### src/rtl/op_sequencer.sv
// op_sequencer: queues op codes from the serial receiver, runs engine ops through a
// start/done handshake guarded by a watchdog, and returns one response code per op.
module op_sequencer #(
   parameter int unsigned OP_WIDTH       = 4,
   parameter int unsigned FIFO_DEPTH     = 4,
   parameter int unsigned TIMEOUT_CYCLES = 1024
) (
   input  logic                clk_in,
   input  logic                rst_in,
   input  logic                op_valid_in,
   input  logic [OP_WIDTH-1:0] op_in,
   output logic                engine_start_out,
   output logic [OP_WIDTH-1:0] engine_op_out,
   input  logic                engine_done_in,
   output logic                resp_valid_out,
   output logic [OP_WIDTH-1:0] resp_data_out,
   input  logic                resp_ready_in,
   output logic                busy_out,
   output logic                overflow_out,
   output logic                timeout_out
);

   localparam int unsigned PTR_W = $clog2(FIFO_DEPTH);
   localparam int unsigned CNT_W = PTR_W + 1;
   localparam int unsigned WD_W  = $clog2(TIMEOUT_CYCLES);

   localparam logic [1:0] S_IDLE  = 2'd0;
   localparam logic [1:0] S_ISSUE = 2'd1;
   localparam logic [1:0] S_WAIT  = 2'd2;
   localparam logic [1:0] S_RESP  = 2'd3;

   localparam logic [OP_WIDTH-1:0] OP_NOP    = OP_WIDTH'(4'h0);
   localparam logic [OP_WIDTH-1:0] OP_ENG_LO = OP_WIDTH'(4'h1);
   localparam logic [OP_WIDTH-1:0] OP_ENG_HI = OP_WIDTH'(4'h4);
   localparam logic [OP_WIDTH-1:0] OP_CLEAR  = OP_WIDTH'(4'hF);
   localparam logic [OP_WIDTH-1:0] RESP_ERR  = OP_WIDTH'(4'hE);

   logic [1:0]          state_q,  state_d;
   logic [WD_W-1:0]     wd_q,     wd_d;
   logic [OP_WIDTH-1:0] eng_op_q, eng_op_d;
   logic [OP_WIDTH-1:0] resp_q,   resp_d;
   logic [PTR_W-1:0]    rd_ptr_q, rd_ptr_d;
   logic [PTR_W-1:0]    wr_ptr_q, wr_ptr_d;
   logic [CNT_W-1:0]    count_q,  count_d;
   logic                start_q,  start_d;
   logic                rvalid_q, rvalid_d;
   logic                busy_q,   busy_d;
   logic                ovf_q,    ovf_d;
   logic                to_q,     to_d;

   logic                push, pop, full, flag_clr, ovf_set, to_set;
   logic [OP_WIDTH-1:0] head;
   logic [OP_WIDTH-1:0] fifo_mem [FIFO_DEPTH];

   // Op storage is plain datapath; validity is tracked by the pointers and count.
   always_ff @(posedge clk_in) begin
      if (push) fifo_mem[wr_ptr_q] <= op_in;
   end

   // Next-state, FIFO bookkeeping and registered-output values.
   always_comb begin
      state_d  = state_q;
      wd_d     = wd_q;
      eng_op_d = eng_op_q;
      resp_d   = resp_q;
      pop      = 1'b0;
      flag_clr = 1'b0;
      to_set   = 1'b0;
      push     = 1'b0;
      ovf_set  = 1'b0;
      full     = (count_q == CNT_W'(FIFO_DEPTH));
      head     = fifo_mem[rd_ptr_q];

      case (state_q)
         S_IDLE: begin
            if (count_q != '0) begin
               pop = 1'b1;
               if (head >= OP_ENG_LO && head <= OP_ENG_HI) begin
                  eng_op_d = head;
                  state_d  = S_ISSUE;
               end else if (head == OP_CLEAR) begin
                  resp_d   = OP_CLEAR;
                  flag_clr = 1'b1;
                  state_d  = S_RESP;
               end else if (head != OP_NOP) begin
                  resp_d  = RESP_ERR;
                  state_d = S_RESP;
               end
            end
         end
         S_ISSUE: begin
            wd_d    = '0;
            state_d = S_WAIT;
         end
         S_WAIT: begin
            // A done arriving on the expiry cycle still counts as a completion.
            if (engine_done_in) begin
               resp_d  = eng_op_q;
               state_d = S_RESP;
            end else if (wd_q == WD_W'(TIMEOUT_CYCLES - 1)) begin
               resp_d  = RESP_ERR;
               to_set  = 1'b1;
               state_d = S_RESP;
            end else begin
               wd_d = wd_q + WD_W'(1);
            end
         end
         S_RESP: begin
            if (resp_ready_in) begin
               eng_op_d = '0;
               state_d  = S_IDLE;
            end
         end
         default: state_d = S_IDLE;
      endcase

      push     = op_valid_in && (!full || pop);
      ovf_set  = op_valid_in && full && !pop;
      rd_ptr_d = pop  ? rd_ptr_q + PTR_W'(1) : rd_ptr_q;
      wr_ptr_d = push ? wr_ptr_q + PTR_W'(1) : wr_ptr_q;
      count_d  = count_q + CNT_W'(push) - CNT_W'(pop);

      // Set events override a same-cycle CLEAR.
      ovf_d    = (ovf_q && !flag_clr) || ovf_set;
      to_d     = (to_q  && !flag_clr) || to_set;
      start_d  = (state_d == S_ISSUE);
      rvalid_d = (state_d == S_RESP);
      busy_d   = (state_d != S_IDLE) || (count_d != '0);
   end

   always_ff @(posedge clk_in or negedge rst_in) begin
      if (!rst_in) begin
         state_q  <= S_IDLE;
         wd_q     <= '0;
         eng_op_q <= '0;
         resp_q   <= '0;
         rd_ptr_q <= '0;
         wr_ptr_q <= '0;
         count_q  <= '0;
         start_q  <= 1'b0;
         rvalid_q <= 1'b0;
         busy_q   <= 1'b0;
         ovf_q    <= 1'b0;
         to_q     <= 1'b0;
      end else begin
         state_q  <= state_d;
         wd_q     <= wd_d;
         eng_op_q <= eng_op_d;
         resp_q   <= resp_d;
         rd_ptr_q <= rd_ptr_d;
         wr_ptr_q <= wr_ptr_d;
         count_q  <= count_d;
         start_q  <= start_d;
         rvalid_q <= rvalid_d;
         busy_q   <= busy_d;
         ovf_q    <= ovf_d;
         to_q     <= to_d;
      end
   end

   assign engine_start_out = start_q;
   assign engine_op_out    = eng_op_q;
   assign resp_valid_out   = rvalid_q;
   assign resp_data_out    = resp_q;
   assign busy_out         = busy_q;
   assign overflow_out     = ovf_q;
   assign timeout_out      = to_q;

endmodule

### config.mk
export PLATFORM = sky130hd
export DESIGN_NAME = op_sequencer
export DESIGN_NICKNAME = d
export VERILOG_FILES = /design/src/rtl/op_sequencer.sv
export SDC_FILE = /design/constraint.sdc
export NUM_CORES = 1
export LEC_CHECK = 0
export CORE_MARGIN = 3
export CORE_UTILIZATION = 45
export DETAILED_ROUTE_END_ITERATION = 8
export DONT_BUFFER_PORTS = 1
export HOLD_SLACK_MARGIN = 0.1
export PLACE_DENSITY = 0.69
export SETUP_SLACK_MARGIN = 0.02
export SYNTH_ARGS = -nofsm -noshare
export SYNTH_HDL_FRONTEND = slang
export SYNTH_SLANG_ARGS = --single-unit
### constraint.sdc
create_clock -name clk_in -period 3.8 [get_ports clk_in]
set_input_delay 0.76 -clock clk_in [delete_from_list [all_inputs] [get_ports clk_in]]
set_output_delay 0.76 -clock clk_in [all_outputs]
set_load 0.01 [all_outputs]
======== Yosys cells after proc, flatten, opt, wreduce, memory -nomap -nowiden ========
Memories as Yosys holds them, arrays and structs flattened.
Cells that the tools add are included.
cells by class
  reductions and logical operators ........ 24
  eq/ne operators ......................... 16
  order comparisons ....................... 2
  add/subtract/negate cells ............... 5
  muxes and demuxes ....................... 33
operators by type and width
  kind                   number
  $mux 4                 9
  $mux 10                2
  $pmux 10 s2            1
  $pmux 4 s2             2
  $mux 2                 7
  $ne 2x2->1 const B     6
  $mux 1                 11
  $add 10x1->10 const B  1
  $eq 10x10->1 const B   1
  $pmux 2 s4             1
  $reduce_bool 2->1      4
  $eq 2x2->1 const B     3
  $logic_and 1x1->1      6
  $ne 3x3->1 const B     2
  $reduce_bool 3->1      2
  $reduce_and 5->1       1
  $add 2x1->2 const B    2
  $eq 2x1->1 const B     2
  $eq 4x4->1 const B     1
  $ge 4x1->1 const B     1
  $le 4x3->1 const B     1
  $logic_or 1x1->1       4
  $reduce_and 4->1       1
  $reduce_bool 4->1      1
  other kinds (6)        8
storage, ports and cells
  output and inout port bits .............. 13
  memories ................................ 1
  word-level logic and storage cells ...... 93
  register bits ........................... 32
  input bits .............................. 9
  memory bits (writable) .................. 16
memories
  memory    words  bits a word  rd ports  clocked after Yosys merged registers in  write ports  line  RTL
  fifo_mem  4      4            1         0                                        1            53    logic [OP_WIDTH-1:0] fifo_mem [FIFO_DEPTH];

======== Longest topological paths before layout ========
  word-level depth ........................ 9
  depth in mapped cells ................... 13
  mapped depth without buffers ............ 13

======== Worst setup path after synthesis ========
Ideal clock, no wire load.
  path kind ............................... register to register
  start ................................... register state_q[1]
  end ..................................... register busy_q (netlist: busy_out)
  library setup time ...................... 0.127 ns
  data arrival time ....................... 2.365 ns
  required time ........................... 3.673 ns
  period minus slack after synthesis ...... 2.492 ns
  setup slack ............................. 1.308 ns
  path buffers ............................ 0
  stages on the path, launching flop included .. 14
  path through ............................ dfrtp_1 -> nor2_1 -> nor3_1 -> nand2_1 -> and2_1 -> inv_1 -> ha_1 -> inv_1 -> ha_1 -> fa_1 -> xor2_1 -> xnor2_1 -> nor3_1 -> nand3_1
on the way
  word-level cells in the longest chain between the ends .. 8
  elaborated cells between the ends (all ways) .. 20
  classes of those cells .................. 2 x add/sub; 3 x eq/ne; 9 x mux; 6 x reduce/logical
ends and longest elaborated chain
  what                      line  RTL
  start: declaration        38    logic [1:0] state_q, state_d;
  start signal: assignment  146   state_q <= state_d;
  $logic_not 2->1 (*)       74    case (state_q)
  $mux 1 (*)                74
  $logic_or 1x1->1          117   push = op_valid_in && (!full || pop);
  $logic_and 1x1->1         117
  $add 3x1->3               121   count_d = count_q + CNT_W'(push) - CNT_W'(pop);
  $sub 3x1->3 (*)           121
  net count_d[2]            44    logic [CNT_W-1:0] count_q, count_d;
  $reduce_bool 3->1 (*)     128   busy_d = (state_d != S_IDLE) || (count_d != '0);
  $logic_or 1x1->1 (*)      128
  net busy_d                47    logic busy_q, busy_d;
  end signal: assignment    155   busy_q <= busy_d;
  end: declaration          47
The timed path passes the listed nets; every way through them passes the cells marked *.
A chain may end at the register's enable or synchronous reset.

======== Worst setup path in the final report ========
  start ................................... register state_q[0]
  end ..................................... register busy_q (netlist: busy_out)
Same word-level chain as after synthesis.

==> run_results.csv <==
group,metric,value,unit
pwr,p_leak,0.954,nW
clock_tree,htree_num_levels,2,
sta,min_period_over_period,74.0,%
sta,fmax,0.356,GHz
placed_design,dp_cells,238,
worst_hold_path,min-delay-path-class,"in -> async",
detailed_routing,wl_met3,377,um
job,cap_violations,0,
clock_tree,cts_resized,0,
placed_design,gp_congestion,0.809,
detailed_routing,drtAntennaViolNets,0,
critical_path,worst-path-max-fanout,9,
synth,synth_ff_type,"dfrtp_1",
finish,fill_cells,381,
clock_tree,clk_latency,0.30,ns
detailed_routing,wl_per_cell,16.3,um
pwr,p_int,1.09,mW
global_route,grt_usage,14.8,%
critical_path,reg2reg_setup_slack,0.99,ns
critical_path,worst_path_max_delay_cell,"dfrtp_1",
sta,setup_tns,0,ns
placed_design,portBuffers,0,
sta,hold_violations,0,
synth,synth-edff-count,16,
sta,final.min_clock_period,2.81,ns
detailed_routing,vias,1412,
clock_tree,ctsRootBufferMaster,"clkbuf_8",
pwr,p_clk_share,16.2,%
synth,ys_ff_latch,48,
clock_tree,clkTransAtPathRegs,0.09,ns
clock_tree,clock_path_buffers,2,
global_route,antenna_found_initial,0,
pwr,irDropWorstVdd,0.270,mV
global_route,grt_pass1_wl,6.69,mm
critical_path,critical-path-max-stage-delay,0.46,ns
synth,seq_area_frac_synth,58.0,%
critical_path,worst-setup-path-type,"reg -> reg",
placed_design,hpwlAfterDp,3.04,mm
pwr,swShare,38.0,%
sta,rsz0062_at_grt,"false",
clock_tree,ctsHoldBuffers,0,
floorplanning,pin_count,22,
sta,fin_skew,0.00745,ns
finish,layout_common_cells,"32 x dfrtp_1, 16 x edfxtp_1, 14 x o21ai_0",
sta,relSlewSlack,54.0,%
critical_path,endpoint_kind,"flop",
synth,syn_nets,194,
finish,drive_above_1_share,12.7,%
critical_path,required,3.98,ns
floorplanning,start_util,48.7,%
synth,ys.warnings.count,0,
detailed_routing,drc_errors,0,
floorplanning,core,4530,um^2
floorplanning,rows,24,
synth,ys_async_sr_fraction,66.7,%
finish,final_cells,246,
finish,antenna_cells,0,
detailed_routing,drt_pre_antenna_iters,4,
clock_tree,cts_tree,"built",
global_route,grt_pass1_vias,1405,
critical_path,crit_arrival,2.99,ns
pwr,seq_power_share,48.6,%
floorplanning,dieArea,5780,um^2
critical_path,reg2reg_to,"busy_out$_DFF_PN0_",
global_route,overflow,0,
finish,num-nets-final,197,
pwr,p_per_area,748,nW/um^2
synth,ys_types,43,
detailed_routing,wl_met1,1.58,mm
detailed_routing,wl_met2,2.00,mm
floorplanning,die_w,76.1,um
synth,yosys.area.top_type,"dfrtp_1",
synth,yosys-top-cells-area,"dfrtp_1 36%, edfxtp_1 22%, mux4_2 4.1%, ha_1 4.0%, o21ai_0 3.2%",
sta,worst_pin_slew,0.680,ns
sta,slew_viol_final,0,
detailed_routing,drt-initial-drc-count,148,
critical_path,crit_path_start_kind,"flop",
detailed_routing,drt_wl_total,4.01,mm
finish,final_common_cell,"dfrtp_1",
pwr,combPwrFrac,35.3,%
synth,syn_inst,177,
synth,synth_top_area_share,36.3,%
clock_tree,cts_made_buffers,5,
clock_tree,cts_sinks,48,
critical_path,r2r-start,"state_q[0]$_DFF_PN0_",
critical_path,crit_chain,"nor2_1 -> nor3_1 -> nand2_1 -> and2_1 -> inv_1 -> ha_1 -> inv_1 -> ha_1 -> fa_1 -> xor2_1 -> xnor2_1 -> nor3_1 -> nand3_1",
floorplanning,dieHeight,76.1,um
synth,netlist_area,2210,um^2
pwr,p_sw,0.667,mW
synth,synth.avg_cell_area,12.5,um^2
finish,area_delta_synth_final,6.35,%
detailed_routing,dr.max_layer_used,"met4",
critical_path,worst-r2r-cell-count,13,
run_status,outcome,"finished, final reports clean",
detailed_routing,via_per_inst,5.74,
global_route,grt_max_degree,33,
clock_tree,postCtsSetupRepairBufs,0,
sta,setup_violations,0,
[layer usage]
layer	vias to the layer above	GRT usage (%)
met5	-	0
met1	705	17.0
met4	0	5.80
met2	50	24.6
li1	651	-
met3	6	6.26
[sequential cells by signal (all words and copies together) (netlist names)]
name              flops
fifo_mem             16
wd_q                 10
engine_op_out         4
resp_data_out         4
count_q               3
rd_ptr_q              2
state_q               2
wr_ptr_q              2
busy_out              1
engine_start_out      1
overflow_out          1
resp_valid_out        1
timeout_out           1
[cells by family after synthesis]
family / share of synthesized area [%]
AO/OA/AOI/OAI: 12.2
XOR/XNOR: 2.38
adder cells (fa/ha/maj): 4.87
buffers and inverters: 3.29
flip-flops: 58.0
multiplexers: 5.72
AND/OR/NAND/NOR: 13.5
[synthesized netlist by cell type, types with 2 or more instances]
| library cell | instances |
|---|---|
| nand2_1 | 13 |
| edfxtp_1 | 16 |
| xnor2_1 | 4 |
| ha_1 | 7 |
| inv_1 | 13 |
| o31ai_1 | 4 |
| and3_1 | 6 |
| nand4_1 | 3 |
| o21a_1 | 2 |
| mux4_2 | 4 |
| nand3_1 | 8 |
| clkbuf_1 | 2 |
| nand2b_1 | 3 |
| a41o_1 | 2 |
| and2_1 | 2 |
| nor3_1 | 4 |
| o22a_2 | 3 |
| o21ai_0 | 14 |
| dfrtp_1 | 32 |
| a21oi_1 | 3 |
| xor2_1 | 2 |
| nor2_1 | 8 |
| nor2b_1 | 2 |
[how the worst max path moves through the flow]
stage,from,endpoint,slack (ns),depth (start not counted)
finish,state_q[0]$_DFF_PN0_,busy_out$_DFF_PN0_,0.99,13
global route,state_q[0]$_DFF_PN0_,busy_out$_DFF_PN0_,0.78,13
CTS,state_q[0]$_DFF_PN0_,busy_out$_DFF_PN0_,0.99,13
detailed placement,state_q[0]$_DFF_PN0_,busy_out$_DFF_PN0_,1.02,13
global placement,state_q[0]$_DFF_PN0_,busy_out$_DFF_PN0_,1.18,13
floorplan,state_q[1]$_DFF_PN0_,busy_out$_DFF_PN0_,1.31,13
[power groups by stage]
stage / logic, mW / registers, mW / clock network, mW
2_1_floorplan: 0.529 / 0.817 / 0
3_3_place_gp: 0.581 / 0.855 / 0
3_5_place_dp: 0.621 / 0.868 / 0
4_1_cts: 0.625 / 0.857 / 0.296
5_1_grt: 0.691 / 0.878 / 0.319
6_report: 0.620 / 0.853 / 0.284
[stage by stage]
| step | setup slack, ns | power [mW] | util, % | hold WS (ns) | area, um^2 |
|---|---|---|---|---|---|
| after floorplan | 1.31 | 1.35 | - | 0.444 | 2210 |
| after global placement | 1.18 | 1.44 | 50.0 | 0.461 | 2270 |
| after detailed placement | 1.02 | 1.49 | 50.0 | 0.465 | 2270 |
| after CTS | 0.987 | 1.78 | 51.8 | 0.134 | 2350 |
| after global routing | 0.779 | 1.89 | 51.8 | 0.122 | 2350 |
| final | 0.990 | 1.76 | 51.8 | 0.144 | 2350 |
[critical path: cells and delay by family, from the launching register on]
kind / cells / cell delay (ns)
simple gates: 6 / 0.98
fa+ha+maj: 3 / 0.83
flops: 1 / 0.46
xor+xnor: 2 / 0.33
buf+inv: 2 / 0.10
[layout make-up]
cell class | instances | area [um^2] | share of cell area (%)
well taps | 65 | 81.3 | 3.46
multi-input cells | 112 | 855 | 36.4
clock buffers | 5 | 68.8 | 2.93
clock inverters | 3 | 13.8 | 0.586
inverters | 13 | 48.8 | 2.08
flip-flops and latches | 48 | 1280 | 54.6
(Power assumes the default switching activity.)
